[config.mk]
export PLATFORM = sky130hd
export DESIGN_NAME = act_unit_pipe
export DESIGN_NICKNAME = d
export VERILOG_FILES = /design/src/rtl/act_unit_pipe.sv
export SDC_FILE = /design/constraint.sdc
export NUM_CORES = 1
export LEC_CHECK = 0
export BUFFER_PORTS_ARGS = -buffer_cell sky130_fd_sc_hd__buf_2
export CAP_MARGIN = 30
export CELL_PAD_IN_SITES_DETAIL_PLACEMENT = 2
export CELL_PAD_IN_SITES_GLOBAL_PLACEMENT = 2
export CORE_UTILIZATION = 35
export DETAILED_ROUTE_END_ITERATION = 10
export MAX_ROUTING_LAYER = met4
export PLACE_DENSITY_LB_ADDON = 0.1
export SYNTH_ARGS = -nofsm -noshare
export SYNTH_HDL_FRONTEND = slang
export SYNTH_SLANG_ARGS = --single-unit
[constraint.sdc]
create_clock -name clk -period 13.7 [get_ports clk]
set_input_delay 2.74 -clock clk [delete_from_list [all_inputs] [get_ports clk]]
set_output_delay 2.74 -clock clk [all_outputs]
set_load 0.1 [all_outputs]
[src/rtl/act_unit_pipe.sv]
// ----------------------------------------------------------------------------
// act_unit_pipe
//
// Multi-lane activation stage for the BNN accelerator. It sits between the
// convolution/accumulate datapath and the pooling/binarize stages. Each beat
// carries LANES signed DATA_W-bit words. Every lane gets the activation that
// was selected when the beat was accepted:
//   mode 0 : ReLU
//   mode 1 : leaky ReLU (arithmetic right shift of negatives)
//   mode 2 : clipped ReLU (upper bound clip_val)
//   mode 3 : sign binarize (+1 / -1)
//
// The block is a two-stage valid/ready pipeline with full backpressure.
//   S1 registers the beat together with its control fields and per-lane
//      pre-decoded compares.
//   S2 computes the activation and registers m_data.
// A saturating counter adds up the lanes that each beat changed.
//
// Ports
//   clk        rising-edge clock
//   rst        synchronous, active-high reset
//   mode       activation select, sampled with each accepted beat
//   leak_shift right-shift amount for negatives in mode 1, sampled with the beat
//   clip_val   signed upper clip bound for mode 2, sampled with the beat
//   s_valid    input beat valid
//   s_ready    block can accept a beat this cycle
//   s_data     input lanes, lane i at [i*DATA_W +: DATA_W]
//   m_valid    output beat valid
//   m_ready    downstream accepts the output beat
//   m_data     activated lanes, same packing as s_data
//   evt_cnt    saturating count of lanes that were zeroed, shifted or clipped
//   cnt_clr    synchronous clear of evt_cnt; takes priority over an increment
// ----------------------------------------------------------------------------
module act_unit_pipe #(
  parameter int DATA_W = 32,
  parameter int LANES  = 4,
  parameter int CNT_W  = 16
) (
  input  logic                    clk,
  input  logic                    rst,
  input  logic [1:0]              mode,
  input  logic [4:0]              leak_shift,
  input  logic [DATA_W-1:0]       clip_val,
  input  logic                    s_valid,
  output logic                    s_ready,
  input  logic [LANES*DATA_W-1:0] s_data,
  output logic                    m_valid,
  input  logic                    m_ready,
  output logic [LANES*DATA_W-1:0] m_data,
  output logic [CNT_W-1:0]        evt_cnt,
  input  logic                    cnt_clr
);

  // The per-beat increment can be up to LANES.
  // The sum gets one extra bit so that overflow is visible before saturation.
  localparam int INC_W = $clog2(LANES + 1);
  localparam int SUM_W = ((CNT_W > INC_W) ? CNT_W : INC_W) + 1;
  localparam logic [CNT_W-1:0] CNT_MAX = '1;

  typedef enum logic [1:0] {
    MODE_RELU  = 2'd0,
    MODE_LEAKY = 2'd1,
    MODE_CLIP  = 2'd2,
    MODE_BIN   = 2'd3
  } mode_e;

  // --------------------------------------------------------------------------
  // Handshake
  // --------------------------------------------------------------------------
  logic v1;        // S1 holds a beat
  logic v2;        // S2 (output register) holds a beat
  logic s2_load;   // S2 may take a new value at this edge
  logic s1_load;   // S1 may take a new value at this edge
  logic s1_move;   // the S1 beat advances into S2 at this edge

  // S2 is free when it is empty or its beat leaves this cycle.
  // S1 is free when it is empty or its beat advances into S2.
  // This makes s_ready equal to ~v1 | ~v2 | m_ready.
  assign s2_load = ~v2 | m_ready;
  assign s1_load = ~v1 | s2_load;
  assign s1_move = v1 & s2_load;
  assign s_ready = s1_load;
  assign m_valid = v2;

  // --------------------------------------------------------------------------
  // Stage 1 pre-decode of the incoming beat
  // --------------------------------------------------------------------------
  logic [LANES-1:0] in_neg;
  logic [LANES-1:0] in_gt_clip;

  // NOTE: every output of a combinational block gets a default at the top, so
  // that no path through the block leaves it holding its value. A path that
  // holds a value would infer a latch.
  always_comb begin
    in_neg     = '0;
    in_gt_clip = '0;
    for (int i = 0; i < LANES; i++) begin
      in_neg[i]     = s_data[i*DATA_W + DATA_W - 1];
      in_gt_clip[i] = $signed(s_data[i*DATA_W +: DATA_W]) > $signed(clip_val);
    end
  end

  // --------------------------------------------------------------------------
  // Stage 1 payload registers
  // --------------------------------------------------------------------------
  logic [LANES*DATA_W-1:0] s1_data;
  mode_e                   s1_mode;
  logic [4:0]              s1_shift;
  logic [DATA_W-1:0]       s1_clip;
  logic [LANES-1:0]        s1_neg;
  logic [LANES-1:0]        s1_gt_clip;

  // NOTE: the payload registers are not reset. v1 qualifies every use of
  // them, so their content is irrelevant while the stage is empty. Leaving
  // out the reset keeps the wide data flops free of reset routing.
  always_ff @(posedge clk) begin
    if (s_valid && s1_load) begin
      s1_data    <= s_data;
      s1_mode    <= mode_e'(mode);
      s1_shift   <= leak_shift;
      s1_clip    <= clip_val;
      s1_neg     <= in_neg;
      s1_gt_clip <= in_gt_clip;
    end
  end

  // --------------------------------------------------------------------------
  // Stage 2 activation and modified-lane count
  // --------------------------------------------------------------------------
  logic [LANES*DATA_W-1:0] act_data;
  logic [INC_W-1:0]        act_inc;
  logic                    clip_neg;

  // A negative clip bound forces every lane to zero in mode 2.
  assign clip_neg = s1_clip[DATA_W-1];

  // NOTE: combinational logic uses blocking '=' so that each statement sees
  // the result of the one before it within the same evaluation. Registers
  // use '<=' so that all flops update together at the edge.
  always_comb begin
    act_data = '0;
    act_inc  = '0;
    for (int i = 0; i < LANES; i++) begin
      logic signed [DATA_W-1:0] x;
      logic signed [DATA_W-1:0] y;
      x = $signed(s1_data[i*DATA_W +: DATA_W]);
      y = x;
      unique case (s1_mode)
        MODE_RELU: begin
          if (s1_neg[i]) y = '0;
        end
        MODE_LEAKY: begin
          // An arithmetic shift rounds toward -inf.
          // A shift of DATA_W or more leaves only sign bits, which gives -1.
          if (s1_neg[i]) y = x >>> s1_shift;
        end
        MODE_CLIP: begin
          if (clip_neg || s1_neg[i]) y = '0;
          else if (s1_gt_clip[i])    y = $signed(s1_clip);
        end
        MODE_BIN: begin
          y = s1_neg[i] ? '1 : DATA_W'(1);
        end
        default: y = x;
      endcase
      act_data[i*DATA_W +: DATA_W] = y;
      // A lane counts as modified when its output differs from its input.
      // In mode 3 this includes x == 0, which becomes +1.
      if (y != x) act_inc = act_inc + INC_W'(1);
    end
  end

  // --------------------------------------------------------------------------
  // Saturating event counter next value
  // --------------------------------------------------------------------------
  logic [SUM_W-1:0] cnt_sum;
  logic [CNT_W-1:0] cnt_next;

  always_comb begin
    cnt_sum  = SUM_W'(evt_cnt) + SUM_W'(act_inc);
    cnt_next = (cnt_sum > SUM_W'(CNT_MAX)) ? CNT_MAX : cnt_sum[CNT_W-1:0];
  end

  // --------------------------------------------------------------------------
  // Control and output registers
  // --------------------------------------------------------------------------
  always_ff @(posedge clk) begin
    if (rst) begin
      v1      <= 1'b0;
      v2      <= 1'b0;
      m_data  <= '0;
      evt_cnt <= '0;
    end else begin
      if (s1_load) v1 <= s_valid;
      if (s2_load) v2 <= v1;
      // m_data changes only when a real beat moves in.
      // It therefore stays stable while the output is stalled.
      if (s1_move) m_data <= act_data;
      if (cnt_clr)      evt_cnt <= '0;
      else if (s1_move) evt_cnt <= cnt_next;
    end
  end

endmodule

==> results of run 1 <==
-- power groups by stage --
stage	sequential (mW)	combinational, mW	clock, mW
3_5_place_dp	1.21	1.18	0
2_1_floorplan	1.29	0.629	0
4_1_cts	1.19	1.19	1.07
5_1_grt	1.20	1.27	1.10
6_report	1.21	1.23	1.06
3_3_place_gp	1.21	1.14	0
-- metrics by stage --
stage | util (%) | area [um^2] | setup WS (ns) | instances
after global routing | 39.7 | 33200 | 4.22 | 4661
final | 39.7 | 33200 | 4.63 | 4664
after global placement | 38.0 | 31800 | 5.01 | 4572
after floorplan | - | 29600 | 5.66 | 3363
after CTS | 39.6 | 33200 | 4.74 | 4650
after detailed placement | 38.1 | 31900 | 4.86 | 4579
-- path summary, 6_finish.rpt --
path                                   from          to  cells after the start
worst max-delay path            s1_shift[1]  evt_cnt[3]                     29
worst min-delay path             m_data[21]  m_data[21]                      2
worst min register to register   m_data[21]  m_data[21]                      2
worst max register to register  s1_shift[1]  evt_cnt[3]                     29
-- cells in the final DEF (no fill, tap or decap), drive strengths merged, types with 67 or more instances in the layout --
cell type and n:
a211oi 71, a21oi 297, buf 422, dfxtp 146, edfxtp 171, ha 134
inv 86, mux2 67, mux2i 124, mux4 139, nand2 294, nand3 77
nor2 270, nor3 77, o21ai 174
-- per-layer routing --
metal | up-vias | track usage [%] | routed length, um
li1 | 13258 | - | -
met1 | 17041 | 59.5 | 79100
met2 | 2323 | 60.6 | 76600
met3 | 371 | 13.1 | 23400
met4 | 0 | 16.1 | 7890
met5 | - | - | 0
-- worst max-delay path, delay by kind of cell, from the launching register on --
kind | cells | cell delay, ns
AOI/OAI and AO/OA | 9 | 2.62
buffers and inverters | 3 | 1.82
and+or+nand+nor | 9 | 1.77
muxes | 2 | 0.81
adders and majority gates | 3 | 0.81
xor gates and xnor gates | 3 | 0.65
DFF | 1 | 0.38
-- logic make-up (layout without fill, tap and decap cells) --
kind of cell	after synthesis	in the layout	synth area share, %
AO/OA/AOI/OAI	1095	1095	25.2
flip-flops	317	317	27.2
XOR/XNOR	39	39	1.15
multiplexers	330	330	17.4
AND/OR/NAND/NOR	1025	1025	16.9
buffers and inverters	422	579	6.38
other	0	10	0
adder cells (fa/ha/maj)	135	135	5.73
-- synth_stat cells, types with 30 or more instances --
cell	instances	area share, %
mux2i_1	124	4.2
a31oi_1	43	0.91
buf_1	40	0.51
dfxtp_1	146	9.9
mux2_2	63	2.4
a211oi_1	71	1.8
a221oi_1	41	1.2
ha_1	134	5.7
nand4_1	38	0.80
a221o_1	30	1.0
nand2b_1	46	0.97
o22ai_1	37	0.78
o21a_1	32	0.81
o21ai_0	170	2.9
a21oi_1	297	5.0
clkbuf_1	190	2.4
o211ai_1	41	1.0
nand2_1	294	3.7
a21o_1	54	1.4
mux4_2	135	10
buf_2	66	1.1
nor2_1	269	3.4
nor3_1	76	1.3
edfxtp_1	171	17
inv_1	83	1.1
nand3_1	77	1.3
nor2b_1	49	1.0
-- state kept, by name, indices dropped and copies added, names as in the netlist --
signal      count
m_valid         1
s1_gt_clip      4
s1_clip        32
s1_shift        5
v1              1
s1_data       128
m_data        128
s1_mode         2
evt_cnt        16
-- cell type report --
type | instances | share of cell area, %
antenna | 10 | 0.0753
tap | 1134 | 4.27
clock inverter | 21 | 0.651
sequential | 317 | 24.2
inverter | 86 | 0.971
timing repair buffer | 422 | 7.43
multi-input combinational | 2624 | 59.2
clock buffer | 50 | 3.15
==> impl_metrics.ini, run 1 <==
[die]
row_count = 106
coreArea_um2 = 83700
die_h_um = 293
ioPinCount = 318
initial_utilization_pct = 35.4
die_x_um = 293
dieArea_um2 = 85700

[finish]
fin_nets = 3797
syn2layout_area_growth_pct = 12.3
drive_gt1_share_pct = 20.7
fill_cells = 9255
seqCellArea_um2 = 8060
multi_input_area_um2 = 19700

[placement]
gp_congestion = 1.04
port_buffers = 317
hpwl_um = 142000

[synthesis]
yosys_warnings = 0
synth.cell_area_um2 = 29600
ys_seq_elements = 317
synth_nets = 3670
async_flop_share_pct = 0
synth-main-ff-cell = edfxtp_1
synth_cells = 3363
ys_types = 107
synth.avg_cell_area_um2 = 8.80
synth_edf_count = 171
yosysSeqAreaShare_pct = 27.2

[timing]
fin_skew_ns = 0.0611
finalSetupViolCount = 0
timing.fmax_mhz = 110
min_period_over_period_pct = 66.2
hold_slack_ns = 0.453
tns_ns = 0
relSlewSlack_pct = 14.0
drv_slew = 0
finalHoldViolCount = 0
tightestPinTransition_ns = 1.29
rsz0062_at_grt = false
period_minus_slack_ns = 9.07

[global_route]
antenna_found_initial = 8
grt_pass1_wl_um = 261000
overflow = 0
grt_use_total_pct = 43.7
grt_max_degree = 140
grt_pass1_vias = 33148

[setup_path]
end_kind = flop
critPathMaxStageDelay_ns = 0.93
crit_arrival_ns = 9.52
reg2reg_slack_ns = 4.63
cp_slowest_cell = buf_4
start_kind = flop
cp.required_ns = 14.15
path_class = flop to flop
cp_max_fo = 139

[drt]
drt_pre_antenna_iters = 7
routed_via_density = 7.07
dr_total_vias = 32993
wirelength_um = 187000
drcViolationCount = 0
drtIter0Drc = 4104
wl_per_cell_um = 40.1
drtAntennaViolNets = 0

[clock_network]
cts.sink_count = 317
post-cts-setup-buffer-count = 0
clock_path_buffers = 3
cts_resized = 0
cts_buffers = 39
cts_hold_buf = 0
cts_max_level = 2
clk_pin_slew_ns = 0.06
cts_tree = done
clk_latency_ns = 0.63
clock_tree.root_cell = clkbuf_16

[pwr]
p_seq_share_pct = 34.5
powerDensity_nw_per_um2 = 105
ir_worst_vdd_uv = 73.1
power.leakage_nw = 13.0
switching_share_pct = 41.7
clkPwrFrac_pct = 30.4
finalPower_mw = 3.50
p_int_mw = 2.04
p_comb_share_pct = 35.1
power.switching_mw = 1.46

[outcome]
status = completed

[hold_path]
hp-class = flop to flop

[job]
maxCapViolCount = 0
No activity file was read; power rests on OpenSTA's default activity.
==> run 2: changes to the inputs <==
--- a/config.mk
+++ b/config.mk
@@ -5,11 +5,12 @@
 export SDC_FILE = /design/constraint.sdc
 export NUM_CORES = 1
 export LEC_CHECK = 0
+export ABC_AREA = 1
 export BUFFER_PORTS_ARGS = -buffer_cell sky130_fd_sc_hd__buf_2
 export CAP_MARGIN = 30
 export CELL_PAD_IN_SITES_DETAIL_PLACEMENT = 2
 export CELL_PAD_IN_SITES_GLOBAL_PLACEMENT = 2
-export CORE_UTILIZATION = 35
+export CORE_UTILIZATION = 30
 export DETAILED_ROUTE_END_ITERATION = 10
 export MAX_ROUTING_LAYER = met4
 export PLACE_DENSITY_LB_ADDON = 0.1
==> constraint.sdc (replaced) <==
create_clock -name clk -period 8.15 [get_ports clk]
set_input_delay 1.63 -clock clk [delete_from_list [all_inputs] [get_ports clk]]
set_output_delay 1.63 -clock clk [all_outputs]
set_load 0.1 [all_outputs]
==> impl_metrics.ini, run 2 <==
[placement]
dp_slack_ns = 0.947
gp_congestion = 0.924
hpwl_um = 119000
dpl_cell_area_um2 = 29400
dp_cells = 5500
port_buffers = 317

[finish]
design_area_um2 = 30900
fin_cells = 5580
fin_nets = 4675
final_cell_mix = 1364 x nand2_1, 574 x nand3_1, 411 x o21ai_0, 317 x buf_2, 267 x inv_1
syn2layout_area_growth_pct = 13.2
layout_commonest_cell = nand2_1
drive_gt1_share_pct = 11.0
fill_cells = 11144
reg_top3 = m_data: 128 flops, s1_data: 128 flops, s1_clip: 32 flops

[timing]
rsz0062_at_grt = false
tightestPinTransition_ns = 1.13
period_minus_slack_ns = 7.43
setup_ws_ns = 0.724
tns_ns = 0
drv_slew = 0
relSlewSlack_pct = 23.8
min_period_over_period_pct = 91.1
hold_slack_ns = 0.479
timing.fmax_mhz = 135
finalHoldViolCount = 0
finalSetupViolCount = 0
fin_skew_ns = 0.0329

[setup_path]
crit_path_frequent_cell = nand2_1
cp-startpoint = s1_mode[0]
start_kind = flop
cp.required_ns = 8.70
end_kind = flop
cp_max_fo = 13
critPathMaxStageDelay_ns = 0.67
worstReg2RegStart = s1_mode[0]
crit_arrival_ns = 7.98
cp_slowest_cell = edfxtp_1
path_class = flop to flop

[die]
coreArea_um2 = 90000
dieArea_um2 = 92100
ioPinCount = 318
initial_utilization_pct = 30.3
die_h_um = 303
die_x_um = 303
row_count = 110

[pwr]
power.leakage_nw = 14.3
power.switching_mw = 2.42
powerDensity_nw_per_um2 = 188
switching_share_pct = 41.7
ir_worst_vdd_uv = 126
p_seq_share_pct = 34.0
p_comb_share_pct = 33.0
clkPwrFrac_pct = 33.0
p_int_mw = 3.38

[clock_network]
clk_latency_ns = 0.61
cts_max_level = 2
clk_pin_slew_ns = 0.06
post-cts-setup-buffer-count = 0
clock_tree.root_cell = clkbuf_16
cts_hold_buf = 0
cts_resized = 0
cts_tree = done
cts_buffers = 41
cts.sink_count = 317
clock_path_buffers = 3

[global_route]
gr-usage-met1_pct = 48.1
grt_pass1_wl_um = 223000
antenna_found_initial = 8
grt_pass1_vias = 32283
met3_usage_pct = 4.40
top_usage_layer = met2
grtUsageMet2_pct = 49.7
grt_max_degree = 165
overflow = 0
grt_use_total_pct = 34.1

[synthesis]
synth.cell_area_um2 = 27300
synth_top_area_share_pct = 18.8
ys_types = 54
synth_nets = 4529
synth_most_common_cell = nand2_1
synth.avg_cell_area_um2 = 6.46
synthTopCellsByArea = edfxtp_1 19%, nand2_1 19%, dfxtp_1 11%
yosysTopAreaCell = edfxtp_1
synth_cells = 4222
yosysSeqAreaShare_pct = 29.6
ys_seq_elements = 317
synth_edf_count = 171
async_flop_share_pct = 0
synth-main-ff-cell = edfxtp_1
yosys_warnings = 0
synth_common_cells = 1364 x nand2_1, 574 x nand3_1, 411 x o21ai_0

[drt]
drt_pre_antenna_iters = 5
drtAntennaViolNets = 0
drcViolationCount = 0
wirelength_um = 156000
wl_per_cell_um = 27.9
drtIter0Drc = 2752
dr_total_vias = 32199
routed_via_density = 5.77

[hold_path]
hp-class = flop to flop
min-delay-start = m_data[95]

[job]
maxCapViolCount = 0

[outcome]
status = completed
[run 2: cell count changes after synthesis, moves of 63 or more]
cell / previous run / this run
mux2_2: 63 / 0
nand2_1: 294 / 1364
mux4_2: 135 / 0
o21ai_1: 4 / 78
nand3_1: 77 / 574
nor2_1: 269 / 169
clkbuf_1: 190 / 116
inv_1: 83 / 270
o21ai_0: 170 / 411
mux2i_1: 124 / 24
[run 2: cells by family after synthesis]
group / after synthesis / share of synthesized area (%)
XOR/XNOR: 17 / 0.546
AO/OA/AOI/OAI: 967 / 19.9
buffers and inverters: 557 / 8.96
AND/OR/NAND/NOR: 2204 / 33.8
multiplexers: 25 / 0.931
adder cells (fa/ha/maj): 135 / 6.22
flip-flops: 317 / 29.6
[run 2: power groups by stage]
stage / clock [mW] / combinational (mW) / sequential [mW]
CTS: 1.96 / 1.90 / 1.96
detailed placement: 0 / 1.89 / 1.99
finish: 1.92 / 1.91 / 1.97
floorplan: 0 / 0.957 / 2.26
global route: 2.00 / 2.06 / 1.97
global placement: 0 / 1.85 / 1.99
[run 2: worst paths after layout]
path / to / slack, ns / depth (start not counted)
setup / recovery: evt_cnt[15] / 0.72 / 37
hold / removal: m_data[95] / 0.48 / 2
setup reg to reg: evt_cnt[15] / 0.72 / 37
hold reg to reg: m_data[95] / 0.48 / 2
[run 2: area by class of cell]
| type | count | area (um^2) | share of cell area, % |
|---|---|---|---|
| Multi-Input combinational cell | 3348 | 16800 | 54.3 |
| Clock inverter | 16 | 176 | 0.571 |
| Inverter | 288 | 1110 | 3.60 |
| Sequential cell | 317 | 8060 | 26.1 |
| Clock buffer | 59 | 1210 | 3.91 |
| Antenna cell | 4 | 10.0 | 0.0324 |
| Tap cell | 1176 | 1470 | 4.77 |
| Timing Repair Buffer | 372 | 2070 | 6.70 |
[run 2: metrics by stage]
step,total power [mW],utilization (%)
5_1_grt,6.04,34.3
3_5_place_dp,3.88,32.7
2_1_floorplan,3.21,-
4_1_cts,5.81,34.3
6_report,5.80,34.3
3_3_place_gp,3.84,32.7
[run 2: per-layer routing]
layer / routed length [um] / share of wire, %
met1: 73700 / 47
met3: 10300 / 6.6
met4: 5870 / 3.8
met2: 66100 / 42
met5: 0 / 0
[run 2: worst max-delay path, delay by kind of cell (launching register included)]
family                     cells  cell delay, ns
and+or+nand+nor               21            3.07
buffers and inverters          8            1.50
adders and majority gates      3            1.16
AOI/OAI and AO/OA              5            0.92
DFF                            1            0.67
